[config.mk]
export PLATFORM = sky130hd
export DESIGN_NAME = reset_sequencer_flat
export DESIGN_NICKNAME = d
export VERILOG_FILES = /design/src/rtl/reset_sequencer_if.sv /design/src/rtl/reset_sequencer.sv /design/src/flat_wrapper.sv
export SDC_FILE = /design/constraint.sdc
export NUM_CORES = 1
export LEC_CHECK = 0
export CAP_MARGIN = 20
export CORE_ASPECT_RATIO = 1.4
export CORE_UTILIZATION = 59
export CTS_BUF_LIST = sky130_fd_sc_hd__clkbuf_4 sky130_fd_sc_hd__clkbuf_8
export DETAILED_ROUTE_END_ITERATION = 6
export PLACE_DENSITY_LB_ADDON = 0.25
export REMOVE_ABC_BUFFERS = 1
export SKIP_LAST_GASP = 1
export SLEW_MARGIN = 20
export SYNTH_ARGS = -nofsm -noshare
export SYNTH_HDL_FRONTEND = slang
export SYNTH_SLANG_ARGS = --single-unit
[constraint.sdc]
create_clock -name clk_i -period 4.8 [get_ports clk_i]
set_input_delay 0.72 -clock clk_i [delete_from_list [all_inputs] [get_ports clk_i]]
set_output_delay 0.72 -clock clk_i [all_outputs]
set_load 0.01 [all_outputs]
[src/rtl/reset_sequencer_if.sv]
// ---------------------------------------------------------------------------
// reset_sequencer_if
// Purpose : Groups the PHY-facing signals of the reset sequencer into one bundle.
// Signals :
//   pll_lock_i      - PLL lock status, synchronous to the sequencer clock
//   pll_rst_o       - PLL reset, active-high
//   pcs_rst_o       - PCS reset, active-high
//   mac_rst_o       - MAC reset, active-high
//   seq_done_o      - high while the sequencer is in RUN
//   timeout_o       - high while the sequencer is in FAULT
//   state_o         - current state encoding (debug / status)
//   lock_loss_cnt_o - saturating count of lock-loss events
// Modports:
//   master - the sequencer (drives the resets and status)
//   slave  - the PHY / bench side (drives lock, observes the rest)
// ---------------------------------------------------------------------------
interface reset_sequencer_if;
  logic       pll_lock_i;
  logic       pll_rst_o;
  logic       pcs_rst_o;
  logic       mac_rst_o;
  logic       seq_done_o;
  logic       timeout_o;
  logic [2:0] state_o;
  logic [7:0] lock_loss_cnt_o;

  modport master (
    input  pll_lock_i,
    output pll_rst_o,
    output pcs_rst_o,
    output mac_rst_o,
    output seq_done_o,
    output timeout_o,
    output state_o,
    output lock_loss_cnt_o
  );

  modport slave (
    output pll_lock_i,
    input  pll_rst_o,
    input  pcs_rst_o,
    input  mac_rst_o,
    input  seq_done_o,
    input  timeout_o,
    input  state_o,
    input  lock_loss_cnt_o
  );
endinterface

[src/rtl/reset_sequencer.sv]
// ---------------------------------------------------------------------------
// reset_sequencer
// Purpose : After rst_i releases, releases the PHY resets in order PLL -> PCS
//           -> MAC. PCS release waits for a stable PLL lock; a lock that never
//           settles ends in a sticky FAULT; a lock drop after PCS release
//           restarts the sequence from PLL_HOLD and is counted.
// Ports   :
//   clk_i   - sequencer clock
//   rst_i   - synchronous, active-high reset
//   seq_if  - reset_sequencer_if.master (lock input, resets, status)
// Handshake: none; every output is a registered level. pll_lock_i is a level
//   sampled on each rising clk_i edge; no valid/ready pairs exist here.
// ---------------------------------------------------------------------------
module reset_sequencer #(
  parameter int HOLD_CYCLES  = 16,
  parameter int LOCK_STABLE  = 4,
  parameter int LOCK_TIMEOUT = 1024,
  parameter int STAGE_GAP    = 8
) (
  input  logic               clk_i,
  input  logic               rst_i,
  reset_sequencer_if.master  seq_if
);

  localparam int HOLD_W = $clog2(HOLD_CYCLES) + 1;
  localparam int STAB_W = $clog2(LOCK_STABLE) + 1;
  localparam int TMO_W  = $clog2(LOCK_TIMEOUT) + 1;
  localparam int GAP_W  = $clog2(STAGE_GAP) + 1;

  // Terminal values: the transition fires on the edge where the counter
  // would reach its parameter, i.e. when the current value is parameter-1.
  localparam logic [HOLD_W-1:0] HOLD_LAST = HOLD_W'(HOLD_CYCLES - 1);
  localparam logic [STAB_W-1:0] STAB_LAST = STAB_W'(LOCK_STABLE - 1);
  localparam logic [TMO_W-1:0]  TMO_LAST  = TMO_W'(LOCK_TIMEOUT - 1);
  localparam logic [GAP_W-1:0]  GAP_LAST  = GAP_W'(STAGE_GAP - 1);

  typedef enum logic [2:0] {
    ST_RESET     = 3'd0,
    ST_PLL_HOLD  = 3'd1,
    ST_WAIT_LOCK = 3'd2,
    ST_PCS_REL   = 3'd3,
    ST_RUN       = 3'd4,
    ST_FAULT     = 3'd5
  } state_e;

  state_e              state_q,    state_d;
  logic [HOLD_W-1:0]   hold_cnt_q, hold_cnt_d;
  logic [STAB_W-1:0]   stab_cnt_q, stab_cnt_d;
  logic [TMO_W-1:0]    tmo_cnt_q,  tmo_cnt_d;
  logic [GAP_W-1:0]    gap_cnt_q,  gap_cnt_d;
  logic                pll_rst_q,  pll_rst_d;
  logic                pcs_rst_q,  pcs_rst_d;
  logic                mac_rst_q,  mac_rst_d;
  logic                seq_done_q, seq_done_d;
  logic                timeout_q,  timeout_d;
  logic [7:0]          loss_cnt_q, loss_cnt_d;

  logic                lock;

  assign lock = seq_if.pll_lock_i;

  always_ff @(posedge clk_i) begin
    if (rst_i) begin
      state_q    <= ST_RESET;
      hold_cnt_q <= '0;
      stab_cnt_q <= '0;
      tmo_cnt_q  <= '0;
      gap_cnt_q  <= '0;
      pll_rst_q  <= 1'b1;
      pcs_rst_q  <= 1'b1;
      mac_rst_q  <= 1'b1;
      seq_done_q <= 1'b0;
      timeout_q  <= 1'b0;
      loss_cnt_q <= '0;
    end else begin
      state_q    <= state_d;
      hold_cnt_q <= hold_cnt_d;
      stab_cnt_q <= stab_cnt_d;
      tmo_cnt_q  <= tmo_cnt_d;
      gap_cnt_q  <= gap_cnt_d;
      pll_rst_q  <= pll_rst_d;
      pcs_rst_q  <= pcs_rst_d;
      mac_rst_q  <= mac_rst_d;
      seq_done_q <= seq_done_d;
      timeout_q  <= timeout_d;
      loss_cnt_q <= loss_cnt_d;
    end
  end

  always_comb begin
    state_d    = state_q;
    hold_cnt_d = hold_cnt_q;
    stab_cnt_d = stab_cnt_q;
    tmo_cnt_d  = tmo_cnt_q;
    gap_cnt_d  = gap_cnt_q;
    pll_rst_d  = pll_rst_q;
    pcs_rst_d  = pcs_rst_q;
    mac_rst_d  = mac_rst_q;
    seq_done_d = seq_done_q;
    timeout_d  = timeout_q;
    loss_cnt_d = loss_cnt_q;

    case (state_q)
      ST_RESET: begin
        state_d    = ST_PLL_HOLD;
        hold_cnt_d = '0;
        pll_rst_d  = 1'b1;
        pcs_rst_d  = 1'b1;
        mac_rst_d  = 1'b1;
        seq_done_d = 1'b0;
        timeout_d  = 1'b0;
      end

      // Lock is deliberately not examined while the PLL is held in reset.
      ST_PLL_HOLD: begin
        if (hold_cnt_q == HOLD_LAST) begin
          pll_rst_d  = 1'b0;
          state_d    = ST_WAIT_LOCK;
          stab_cnt_d = '0;
          tmo_cnt_d  = '0;
        end else begin
          hold_cnt_d = hold_cnt_q + 1'b1;
        end
      end

      // Stability is tested before timeout so a lock that settles on the
      // very last allowed edge still releases PCS.
      ST_WAIT_LOCK: begin
        stab_cnt_d = lock ? stab_cnt_q + 1'b1 : '0;
        tmo_cnt_d  = tmo_cnt_q + 1'b1;
        if (lock && (stab_cnt_q == STAB_LAST)) begin
          pcs_rst_d = 1'b0;
          state_d   = ST_PCS_REL;
          gap_cnt_d = '0;
        end else if (tmo_cnt_q == TMO_LAST) begin
          state_d   = ST_FAULT;
          timeout_d = 1'b1;
          pll_rst_d = 1'b1;
        end
      end

      ST_PCS_REL: begin
        if (!lock) begin
          state_d    = ST_PLL_HOLD;
          hold_cnt_d = '0;
          pll_rst_d  = 1'b1;
          pcs_rst_d  = 1'b1;
          mac_rst_d  = 1'b1;
          seq_done_d = 1'b0;
          loss_cnt_d = (loss_cnt_q == 8'hff) ? loss_cnt_q : loss_cnt_q + 8'd1;
        end else begin
          gap_cnt_d = gap_cnt_q + 1'b1;
          if (gap_cnt_q == GAP_LAST) begin
            mac_rst_d  = 1'b0;
            seq_done_d = 1'b1;
            state_d    = ST_RUN;
          end
        end
      end

      ST_RUN: begin
        if (!lock) begin
          state_d    = ST_PLL_HOLD;
          hold_cnt_d = '0;
          pll_rst_d  = 1'b1;
          pcs_rst_d  = 1'b1;
          mac_rst_d  = 1'b1;
          seq_done_d = 1'b0;
          loss_cnt_d = (loss_cnt_q == 8'hff) ? loss_cnt_q : loss_cnt_q + 8'd1;
        end else begin
          pll_rst_d = 1'b0;
          pcs_rst_d = 1'b0;
          mac_rst_d = 1'b0;
        end
      end

      // Sticky until rst_i; only the reset branch of the register leaves here.
      ST_FAULT: begin
        pll_rst_d  = 1'b1;
        pcs_rst_d  = 1'b1;
        mac_rst_d  = 1'b1;
        seq_done_d = 1'b0;
        timeout_d  = 1'b1;
      end

      // Unused encodings 6 and 7 fall back to RESET.
      default: begin
        state_d    = ST_RESET;
        pll_rst_d  = 1'b1;
        pcs_rst_d  = 1'b1;
        mac_rst_d  = 1'b1;
        seq_done_d = 1'b0;
        timeout_d  = 1'b0;
      end
    endcase
  end

  assign seq_if.pll_rst_o       = pll_rst_q;
  assign seq_if.pcs_rst_o       = pcs_rst_q;
  assign seq_if.mac_rst_o       = mac_rst_q;
  assign seq_if.seq_done_o      = seq_done_q;
  assign seq_if.timeout_o       = timeout_q;
  assign seq_if.state_o         = state_q;
  assign seq_if.lock_loss_cnt_o = loss_cnt_q;

endmodule

[src/flat_wrapper.sv]
// flat-port wrapper written by rule: the top's interface ports become plain ports
module reset_sequencer_flat 
#(
  parameter int HOLD_CYCLES  = 16,
  parameter int LOCK_STABLE  = 4,
  parameter int LOCK_TIMEOUT = 1024,
  parameter int STAGE_GAP    = 8
)
  (clk_i, rst_i, seq_if_pll_lock_i, seq_if_pll_rst_o, seq_if_pcs_rst_o, seq_if_mac_rst_o, seq_if_seq_done_o, seq_if_timeout_o, seq_if_state_o, seq_if_lock_loss_cnt_o);
  reset_sequencer_if seq_if_i ();
  input  logic clk_i;
  input  logic rst_i;
  input wire logic [$bits(seq_if_i.pll_lock_i)-1:0] seq_if_pll_lock_i;
  output wire logic [$bits(seq_if_i.pll_rst_o)-1:0] seq_if_pll_rst_o;
  output wire logic [$bits(seq_if_i.pcs_rst_o)-1:0] seq_if_pcs_rst_o;
  output wire logic [$bits(seq_if_i.mac_rst_o)-1:0] seq_if_mac_rst_o;
  output wire logic [$bits(seq_if_i.seq_done_o)-1:0] seq_if_seq_done_o;
  output wire logic [$bits(seq_if_i.timeout_o)-1:0] seq_if_timeout_o;
  output wire logic [$bits(seq_if_i.state_o)-1:0] seq_if_state_o;
  output wire logic [$bits(seq_if_i.lock_loss_cnt_o)-1:0] seq_if_lock_loss_cnt_o;
  assign seq_if_i.pll_lock_i = seq_if_pll_lock_i;
  assign seq_if_pll_rst_o = seq_if_i.pll_rst_o;
  assign seq_if_pcs_rst_o = seq_if_i.pcs_rst_o;
  assign seq_if_mac_rst_o = seq_if_i.mac_rst_o;
  assign seq_if_seq_done_o = seq_if_i.seq_done_o;
  assign seq_if_timeout_o = seq_if_i.timeout_o;
  assign seq_if_state_o = seq_if_i.state_o;
  assign seq_if_lock_loss_cnt_o = seq_if_i.lock_loss_cnt_o;
  reset_sequencer #(.HOLD_CYCLES(HOLD_CYCLES), .LOCK_STABLE(LOCK_STABLE), .LOCK_TIMEOUT(LOCK_TIMEOUT), .STAGE_GAP(STAGE_GAP)) u_core (.clk_i(clk_i), .rst_i(rst_i), .seq_if(seq_if_i));
endmodule
Word-level counts from Yosys, hierarchy flattened
Index checks and enable logic that the tools add are counted.

cells by class
  equality and inequality tests = 21
  add/subtract/negate cells = 5
  bitwise gates (word level) = 6
  mux-type cells = 34
  reductions and logical operators = 18

operators by type and width
  cell                   count
  $mux 3                 8
  $pmux 11 s2            1
  $pmux 3 s6             1
  $reduce_and 3->1       6
  $pmux 5 s3             1
  $ne 2x2->1 const B     6
  $add 11x1->11 const B  1
  $eq 11x10->1 const B   1
  $mux 1                 11
  $mux 11                1
  $mux 5                 2
  $eq 3x2->1 const B     3
  $pmux 1 s3             3
  $add 8x1->8 const B    1
  $eq 8x8->1 const B     1
  $mux 4                 2
  $pmux 1 s4             2
  $pmux 4 s2             1
  $eq 3x3->1 const B     2
  $ne 2x1->1 const B     3
  $not 1->1              6
  $pmux 3 s2             1
  $add 5x1->5 const B    1
  $eq 5x4->1 const B     1
  other kinds (15)       18

word-level totals
  input bits = 3
  logic and storage cells = 95
  register bits = 39

Depth between registers and ports, before layout
Gate-level depths: netlist of the first run.

  depth after elaboration = 4
  depth in mapped cells = 8
  depth with buffers taken out = 7

Worst setup path before layout of the first run
OpenSTA, ideal clock, no wires.

  path kind = register to register
  start point = register u_core.hold_cnt_q[0]
  end point = register u_core.pll_rst_q (netlist: u_core.seq_if.pll_rst_o)
  library setup time = 151 ps
  arrival time = 1,922 ps
  required time = 4,649 ps
  cell stages (with the launch flop) = 7
  path slack = 2,727 ps
  path through = dfxtp_1 > ha_1 > and3_1 > ha_1 > or4b_2 > a311oi_1 > a41oi_1

between the ends
  word-level cells in the longest chain between the ends = 3

RTL lines
  what                        RTL line                RTL
  start, declared             reset_sequencer.sv:47   logic [HOLD_W-1:0] hold_cnt_q, hold_cnt_d;
  start signal, assigned      reset_sequencer.sv:77   hold_cnt_q <= hold_cnt_d;
  $eq 5x4->1                  reset_sequencer.sv:116  if (hold_cnt_q == HOLD_LAST) begin
  $ne 2x1->1 (no line)        n/a
  $reduce_and 4->1 (no line)  n/a
  end signal, assigned        reset_sequencer.sv:81   pll_rst_q <= pll_rst_d;
  end, declared               reset_sequencer.sv:51   logic pll_rst_q, pll_rst_d;

No other way between the ends.
A chain may end at the register's enable or synchronous reset.

Final worst setup path of the first run
  start point = register u_core.state_q[2] (netlist: u_core.seq_if.state_o[2])
  end point = output port seq_if_state_o[2]

RTL lines
  what                    RTL line               RTL
  start, declared         reset_sequencer.sv:46  state_e state_q, state_d;
  start signal, assigned  reset_sequencer.sv:76  state_q <= state_d;
  end, declared           flat_wrapper.sv:19     output wire logic [$bits(seq_if_i.state_o)-1:0] seq_if_state_o;

No word-level cell between the ends.

==> results of run 1 <==
## metrics by stage
step	total power [mW]	area, sq um
CTS	0.783	2380
floorplan	0.473	2030
detailed placement	0.538	2280
global route	0.821	2380
finish	0.778	2380
global placement	0.533	2280
## final cells by class
cell class,instances,area share (%)
Multi-Input combinational cell,190,51.3
Tap cell,40,2.10
Inverter,8,1.26
Clock buffer,8,4.36
Sequential cell,39,32.8
Timing Repair Buffer,20,8.20
## power groups by stage
stage | Clock, mW | Combinational (mW) | Sequential, mW
after detailed placement | 0 | 0.156 | 0.381
after global routing | 0.266 | 0.176 | 0.379
after CTS | 0.253 | 0.157 | 0.374
after floorplan | 0 | 0.0943 | 0.378
final | 0.246 | 0.157 | 0.375
after global placement | 0 | 0.152 | 0.380
## logic make-up after synthesis
kind of cell | share of synthesized area (%)
compound gates | 20.8
xor+xnor | 1.25
mux | 3.03
buf+inv | 5.05
simple gates | 28.6
fa+ha+maj | 4.16
flops | 37.1
## path summary, 6_finish.rpt
| path | from | to | slack, ns | depth (start not counted) |
|---|---|---|---|---|
| hold / removal | u_core.stab_cnt_q[2] | u_core.stab_cnt_q[2] | 0.48 | 2 |
| setup reg to reg | u_core.seq_if.state_o[1] | u_core.tmo_cnt_q[7] | 2.46 | 4 |
| setup / recovery | u_core.seq_if.state_o[2] | seq_if_state_o[2] | 2.35 | 1 |
| hold reg to reg | u_core.stab_cnt_q[2] | u_core.stab_cnt_q[2] | 0.48 | 2 |
## flip-flops by register name (all words and copies together), names as in the netlist
name,flops
u_core.gap_cnt_q,4
u_core.seq_if.pcs_rst_o,1
u_core.seq_if.lock_loss_cnt_o,8
u_core.seq_if.timeout_o,1
u_core.seq_if.pll_rst_o,1
u_core.hold_cnt_q,5
u_core.tmo_cnt_q,11
u_core.seq_if.state_o,3
u_core.seq_if.seq_done_o,1
u_core.seq_if.mac_rst_o,1
u_core.stab_cnt_q,3
## cells in the final DEF (no fill, tap or decap), types with 3 or more instances in the layout
cell type | synthesis | routed
sky130_fd_sc_hd__ha_1 | 7 | 7
sky130_fd_sc_hd__mux2_2 | 3 | 3
sky130_fd_sc_hd__mux2i_1 | 3 | 3
sky130_fd_sc_hd__o311ai_0 | 4 | 4
sky130_fd_sc_hd__o21a_1 | 3 | 3
sky130_fd_sc_hd__nor2_1 | 25 | 25
sky130_fd_sc_hd__o21ai_0 | 6 | 6
sky130_fd_sc_hd__nor4_1 | 3 | 3
sky130_fd_sc_hd__nand4_1 | 4 | 4
sky130_fd_sc_hd__or4_1 | 5 | 5
sky130_fd_sc_hd__inv_1 | 8 | 8
sky130_fd_sc_hd__clkbuf_8 | 0 | 7
sky130_fd_sc_hd__nand2b_1 | 3 | 3
sky130_fd_sc_hd__nor3b_1 | 4 | 4
sky130_fd_sc_hd__nand3_1 | 18 | 18
sky130_fd_sc_hd__a31oi_1 | 5 | 5
sky130_fd_sc_hd__o41ai_1 | 4 | 4
sky130_fd_sc_hd__a21o_1 | 3 | 3
sky130_fd_sc_hd__nand2_1 | 17 | 17
sky130_fd_sc_hd__dfxtp_1 | 39 | 39
sky130_fd_sc_hd__a21oi_1 | 21 | 21
sky130_fd_sc_hd__clkdlybuf4s50_1 | 0 | 18
sky130_fd_sc_hd__nand3b_1 | 5 | 5
sky130_fd_sc_hd__nor3_1 | 4 | 4
## metal layers
layer	track usage [%]	vias to the layer above
met5	0	-
met1	31.1	952
met2	50.2	32
met3	5.00	4
met4	7.60	0
li1	-	968
==> summary by stage, run 1 <==
Status
The flow ran to the end, and the final reports show no timing, DRC or antenna violations.

Route
The number of DRC violations after detailed routing is 0. The detailed router put a total of 2020 um of wire on met1. The length of routed met3 wiring is 123 um. The total length of routed met2 wires is 2540 um. The number of nets with antenna violations after routing is 0. The final routed wirelength across all metal layers is 4740 um. After detailed routing, the average wire length per cell comes to 15.5 um. The detailed-router iteration count before antenna repair is 4. The number of vias in the routed layout is 1956. The detailed-route vias per instance is 6.41. The first routing iteration left 72 violations. The highest layer used for signal routing is met4.

STA
For the pin with the worst max-slew slack, the measured transition is 0.700 ns. Headroom to the max-slew limit came out at 53.3%. The clock period could shrink to 2.45 ns. The count of final max-slew check failures was 0.

The number of hold-slack violations in the final timing report is 0. After layout, the worst setup slack is 2.35 ns. After layout, the worst path uses 51.0% of the clock period. Timing would allow up to 408 MHz. The accumulated negative setup slack is 0 ns. Setup repair after global routing left no endpoint under its margin. Setup violations remaining at the end of the flow were counted as 0. The final-layout worst hold slack is 0.476 ns. The largest clock skew in the final design is 0.00420 ns.

Placement
Once detailed placement completed, the half-perimeter wirelength came to 3300 um. Once placement completed, the tool counted placed cells totaling 297. At the end of routability-driven placement, the weighted congestion stood at 0.815. OpenSTA, run right after detailed placement, puts the worst setup slack at 2.17 ns.

In this run the tool buffered the top-level ports with 18 buffer cells.

Power
The analysis attributes to cell leakage a power of 0.791 nW. Summed over all nets, the switching power comes to 0.228 mW. The fraction of power consumed by combinational cells is 20.2%.

The internal power summed over all cells is 0.551 mW. Registers are responsible for 48.2% of the overall power. In this run, the clock network consumes 31.7% of the power. Net switching is 29.2% of the power.

For this design the ratio of total power to cell area is 327 nW/um^2. IR analysis of the VDD net gives a maximum drop of 0.223 mV.

Logic synthesis
Counting distinct cell types in the post-synthesis netlist gives 55. The synthesized cell area is 2110 sq um. Averaged over all synthesized cells, the footprint is 8.30 sq um.

For this run, the register share of the synthesized area comes to 37.1%. In the post-synthesis netlist, the cell with the most instances is sky130_fd_sc_hd__dfxtp_1. The number of synthesized flops with an enable pin is 0. For this run, asynchronously set or reset flops after synthesis account for 0%.

The library cell with the largest summed area after synthesis is sky130_fd_sc_hd__dfxtp_1. Among all flip-flop cells after synthesis, the most frequent one is sky130_fd_sc_hd__dfxtp_1. The Yosys step of the flow raised 0 warnings.

In this run, synthesis produced a sequential element count of 39. By count the netlist is led by sky130_fd_sc_hd__dfxtp_1, sky130_fd_sc_hd__nor2_1, sky130_fd_sc_hd__a21oi_1. The number of instances in the synthesized netlist is 254. The top cell type's share of synthesized area is 37.1%. Sorting the synthesized cells by area gives the leading types as sky130_fd_sc_hd__dfxtp_1, sky130_fd_sc_hd__a21oi_1, sky130_fd_sc_hd__nor2_1.

GRT
The via count of the first global-routing pass is 1785. The largest net degree at the start of global routing is 34. The final global-route overflow total is 0. The overall fraction of global-route tracks in use is 27.3%.

The first global-routing pass estimated 7910 um of wire. The number of antenna violations at the first check in global routing is 0.

Die
The starting density of the core is 62.4%. 19 I/O pins were placed. The die outline width is 52.5 um. The number of standard-cell rows in the floorplan is 25. The die span in y is 72.7 um. The core region is 3380 sq um. The floorplan step defined a die boundary enclosing 3820 sq um.

Clock network
TritonCTS built the clock tree. The total CTS buffers is 5. In this run the deepest clock path goes through 2 buffers. The tree built by TritonCTS fans out to 39 sinks.

The buffer count from post-CTS setup fixing is 0. After clock tree synthesis, the clock-pin slew on the worst setup and hold paths is 0.07 ns. The post-cts gate resize count is 0. The H-tree was split into 2 levels. The clock reaches the later pin of the worst-skew pair after 0.29 ns. The number of hold buffers added after cts is 0. CTS placed an instance of sky130_fd_sc_hd__clkbuf_8 at the clock tree root.

Cells and area
The area overhead of the layout relative to synthesis is 12.9%. The flip-flop and latch area is 781 sq um. The net count of the finished layout is 274. Cells with a size suffix above 1 make up 7.92% of the layout. The total of fill cells in the finished design is 279. The final standard cell count with taps included and fillers excluded is 305. The multi-input combinational cells in the finished layout cover a total of 1220 sq um.

For this run, the share of the core covered by cells in the final layout is 70.4%. 0 antenna diodes ended up in the layout.

Critical path
The startpoint class of the critical path is a register. Walking the worst path, the cells encountered are clkdlybuf4s50_1. STA puts the critical path data required time at 4.08 ns.

The largest delay contributor family on the critical path is flip-flops. The setup path with the least slack is of type register to output port. The endpoint arrival time on the critical path is 1.73 ns. On the worst path, the slowest cell contributes a delay of 0.77 ns.

On the critical path, the stage with the largest delay is an instance of sky130_fd_sc_hd__dfxtp_1. The type of element capturing the critical path is an output port. The count of buffering cells on the critical path with inverters included is 1. The top fanout value on the critical path is 25.

Worst hold path
The min-delay analysis places its worst path in the category register to register.

Run
The number of max-cap violations is 0.
Note: power is estimated with default switching activity, not from simulation.
==> inputs of run 2 (changes only) <==
CORE_UTILIZATION = 53   (was 59)
clock period = 2 ns   (was 4.8 ns; I/O delays follow)
==> summary by stage, run 2 (same netlist as run 1, synthesis figures left out) <==
Status
The flow ran to the end, and the final reports show no timing, DRC or antenna violations.

Clock network
The clock input transition at the sequential cells of the worst setup and hold paths is 0.07 ns (about the same). The number of buffers on the longest clock path is 2 (unchanged). The maximum level of the CTS H-tree is 2 (unchanged).

The number of hold buffers added after cts is 0 (unchanged). The CTS tree is yes. The buffer type at the clock tree root is sky130_fd_sc_hd__clkbuf_8. The total CTS buffers is 5 (unchanged). The clock insertion delay at the later pin of the skew report was 0.29 ns (about the same). The number of clock sinks is 39 (unchanged).

STA
The largest clock skew in the final design is 0.00359 ns (-0.000608 ns). The number of hold-slack violations in the final timing report came to 0 (unchanged). The max-slew headroom at the worst pin came to 69.9% (+17 points). The accumulated negative setup slack is 0 ns (unchanged). The count of final max-slew check failures is 0 (unchanged). Timing would allow up to 524 MHz. The routed design could run at a clock period as short as 1.91 ns.

The final-layout worst hold slack was 0.470 ns (-0.00594 ns). Setup repair after global routing could not meet its margin everywhere. The worst path uses 95.4% of the clock period.

The count of endpoints failing setup in the final report is 0 (unchanged). The slew of the pin with the lowest slew margin was 0.441 ns (-0.259 ns). The worst setup slack after layout is 0.0927 ns (-2.26 ns).

Route
The number of vias in the routed layout is 2002 (+2.4%). The detailed-route vias per instance was 6.07 (-5.4%). The final routed wirelength across all metal layers is 5040 um (+6.2%). The DRC marker count from the first detailed-route iteration was 106 (+47%). The number of DRC violations after detailed routing is 0 (unchanged). The number of nets with antenna violations after routing is 0 (unchanged). The final routed wire length divided by cell count is 15.3 um (-1.8%). The detailed-router iteration count before antenna repair is 5 (+1).

GRT
The via count of the first global-routing pass is 1856 (+4.0%). The overall fraction of global-route tracks in use was 24.5% (-2.8 points). The largest net degree at the start of global routing came to 16 (-53%).

The final global-route overflow total came to 0 (unchanged). The global-route wire length before repair is 8360 um (+5.7%). The number of antenna violations at the first check in global routing came to 0 (unchanged).

Placement
The pre-CTS setup slack is -0.0470 ns (-2.22 ns). The placer's final routability congestion estimate was 0.865 (+6.1%). The number of buffers inserted by port buffering is 18 (unchanged). The standard cell area after detailed placement is 2460 sq um (+8.0%).

The number of cells in the design after placement is 323 (+8.8%). The half-perimeter wire length after placement is 3630 um (+9.9%).

Power
The largest vdd supply drop was 0.660 mV (+200%). The cell area power density is 736 nW/um^2 (+120%). The leakage power is 0.906 nW (+14%). The sum of internal, switching and leakage power was 1.88 mW (+140%).

Worst hold path
The tightest min-delay check is of the register to register type. For hold timing, the worst endpoint is u_core.stab_cnt_q[2]. The instance count along the most critical hold path is 2 (unchanged).

The startpoint of the tightest hold check path is u_core.stab_cnt_q[2].

Critical path
Among all stages on the critical path, the largest delay is contributed by sky130_fd_sc_hd__or4_1. The delay contributed by the slowest stage of the critical path is 0.54 ns (-0.23 ns). The endpoint of the worst register-to-register path is u_core.seq_if.lock_loss_cnt_o[6]. The endpoint arrival time on the critical path is 2.13 ns (+0.40 ns). The critical path is of the register to register type. The register-to-register setup slack is 0.09 ns (-2.37 ns). The worst setup path is launched from a register.

The type of element capturing the critical path is a register. The startpoint of the lowest-slack register-to-register path is u_core.seq_if.state_o[2]. The required time at the endpoint of the critical path is 2.23 ns (-1.85 ns). The count of cells along the worst register-to-register path is 4 (unchanged). The largest delay contributor family on the critical path is simple AND/OR/NAND/NOR gates. Tracing the worst setup path back leads to its startpoint at u_core.seq_if.state_o[2]. The top fanout value on the critical path came to 10 (-60%).

The count of buffering cells on the critical path with inverters included was 0 (-1). The critical path goes through or3b_1 > a21o_1 > or4_1 > a21oi_1.

Die
The area of the die came to 4240 sq um (+11%). The die span in y came to 76.6 um (+5.4%). The number of standard-cell rows in the floorplan was 26 (+4.0%). The core area was 3740 sq um (+11%). The starting density of the core came to 56.3% (-6.0 points). The die outline width was 55.3 um (+5.3%). The I/O pin count is 19 (unchanged).

Cells and area
The share of post-route cells with drive strength above 1 is 16.0% (+8.0 points). The number of inserted diodes was 0 (unchanged). The count of nets after finishing is 299 (+9.1%). The final standard cell count with taps included and fillers excluded is 330 (+8.2%). The flip-flop count of the largest register after layout is 11 (unchanged). The area overhead of the layout relative to synthesis is 21.4%. The final standard cell utilization of the core is 68.4% (-2.0 points). The library cell used most frequently in the layout, excluding fill and tap cells, is sky130_fd_sc_hd__dfxtp_1. The post-route standard cell area excluding fillers is 2560 sq um (+7.5%). The total of fill cells in the finished design is 314 (+13%).

The register name with the most flops is u_core.tmo_cnt_q. In the layout the commonest cells are sky130_fd_sc_hd__dfxtp_1, sky130_fd_sc_hd__buf_4, sky130_fd_sc_hd__nor2_1.

Run
The number of max-cap violations is 0 (unchanged).
[run 2: timing repair]
item	in CTS	in global routing
setup buffers	0	1
gates resized for setup	3	1
endpoints found under the setup margin	3	6
pin swaps	1	1
[run 2: cell type report]
type                       instances  area (sq um)  share of cell area (%)
sequential                        39           781                    30.5
timing repair buffer              45           383                    15.0
clock buffer                       6          76.3                    2.98
multi-input combinational        190          1240                    48.3
tap                               42          52.6                    2.05
inverter                           8          30.0                    1.17
[run 2: worst reg2reg max path, delay by kind of cell (launching register included)]
family / cells / cell delay [ns]
DFF: 1 / 0.42
and+or+nand+nor: 2 / 0.97
AOI/OAI and AO/OA: 2 / 0.45
[run 2: report_power, final]
group / leakage, nW / internal [mW] / switching, mW / total [mW]
clock network: 0.0406 / 0.246 / 0.262 / 0.508
logic: 0.549 / 0.248 / 0.271 / 0.519
registers: 0.316 / 0.819 / 0.0361 / 0.855
total: 0.906 / 1.31 / 0.569 / 1.88
[run 2: how the worst max path moves through the flow]
stage                                             endpoint  slack, ns  cells after the start
after floorplan                    u_core.seq_if.pll_rst_o      -0.17                      4
after global placement             u_core.seq_if.pll_rst_o     -0.007                      6
after detailed placement           u_core.seq_if.pll_rst_o      -0.05                      6
after CTS                         u_core.seq_if.state_o[2]       0.08                      5
after global routing                   u_core.tmo_cnt_q[6]      -0.03                      8
final                     u_core.seq_if.lock_loss_cnt_o[6]       0.09                      4
[run 2: layer usage]
layer,GRT usage (%),routed length [um],up-vias
met5,0,0,-
met4,10.5,82,0
met3,4.58,139,8
met2,43.7,2670,31
met1,28.1,2150,945
li1,-,-,1018
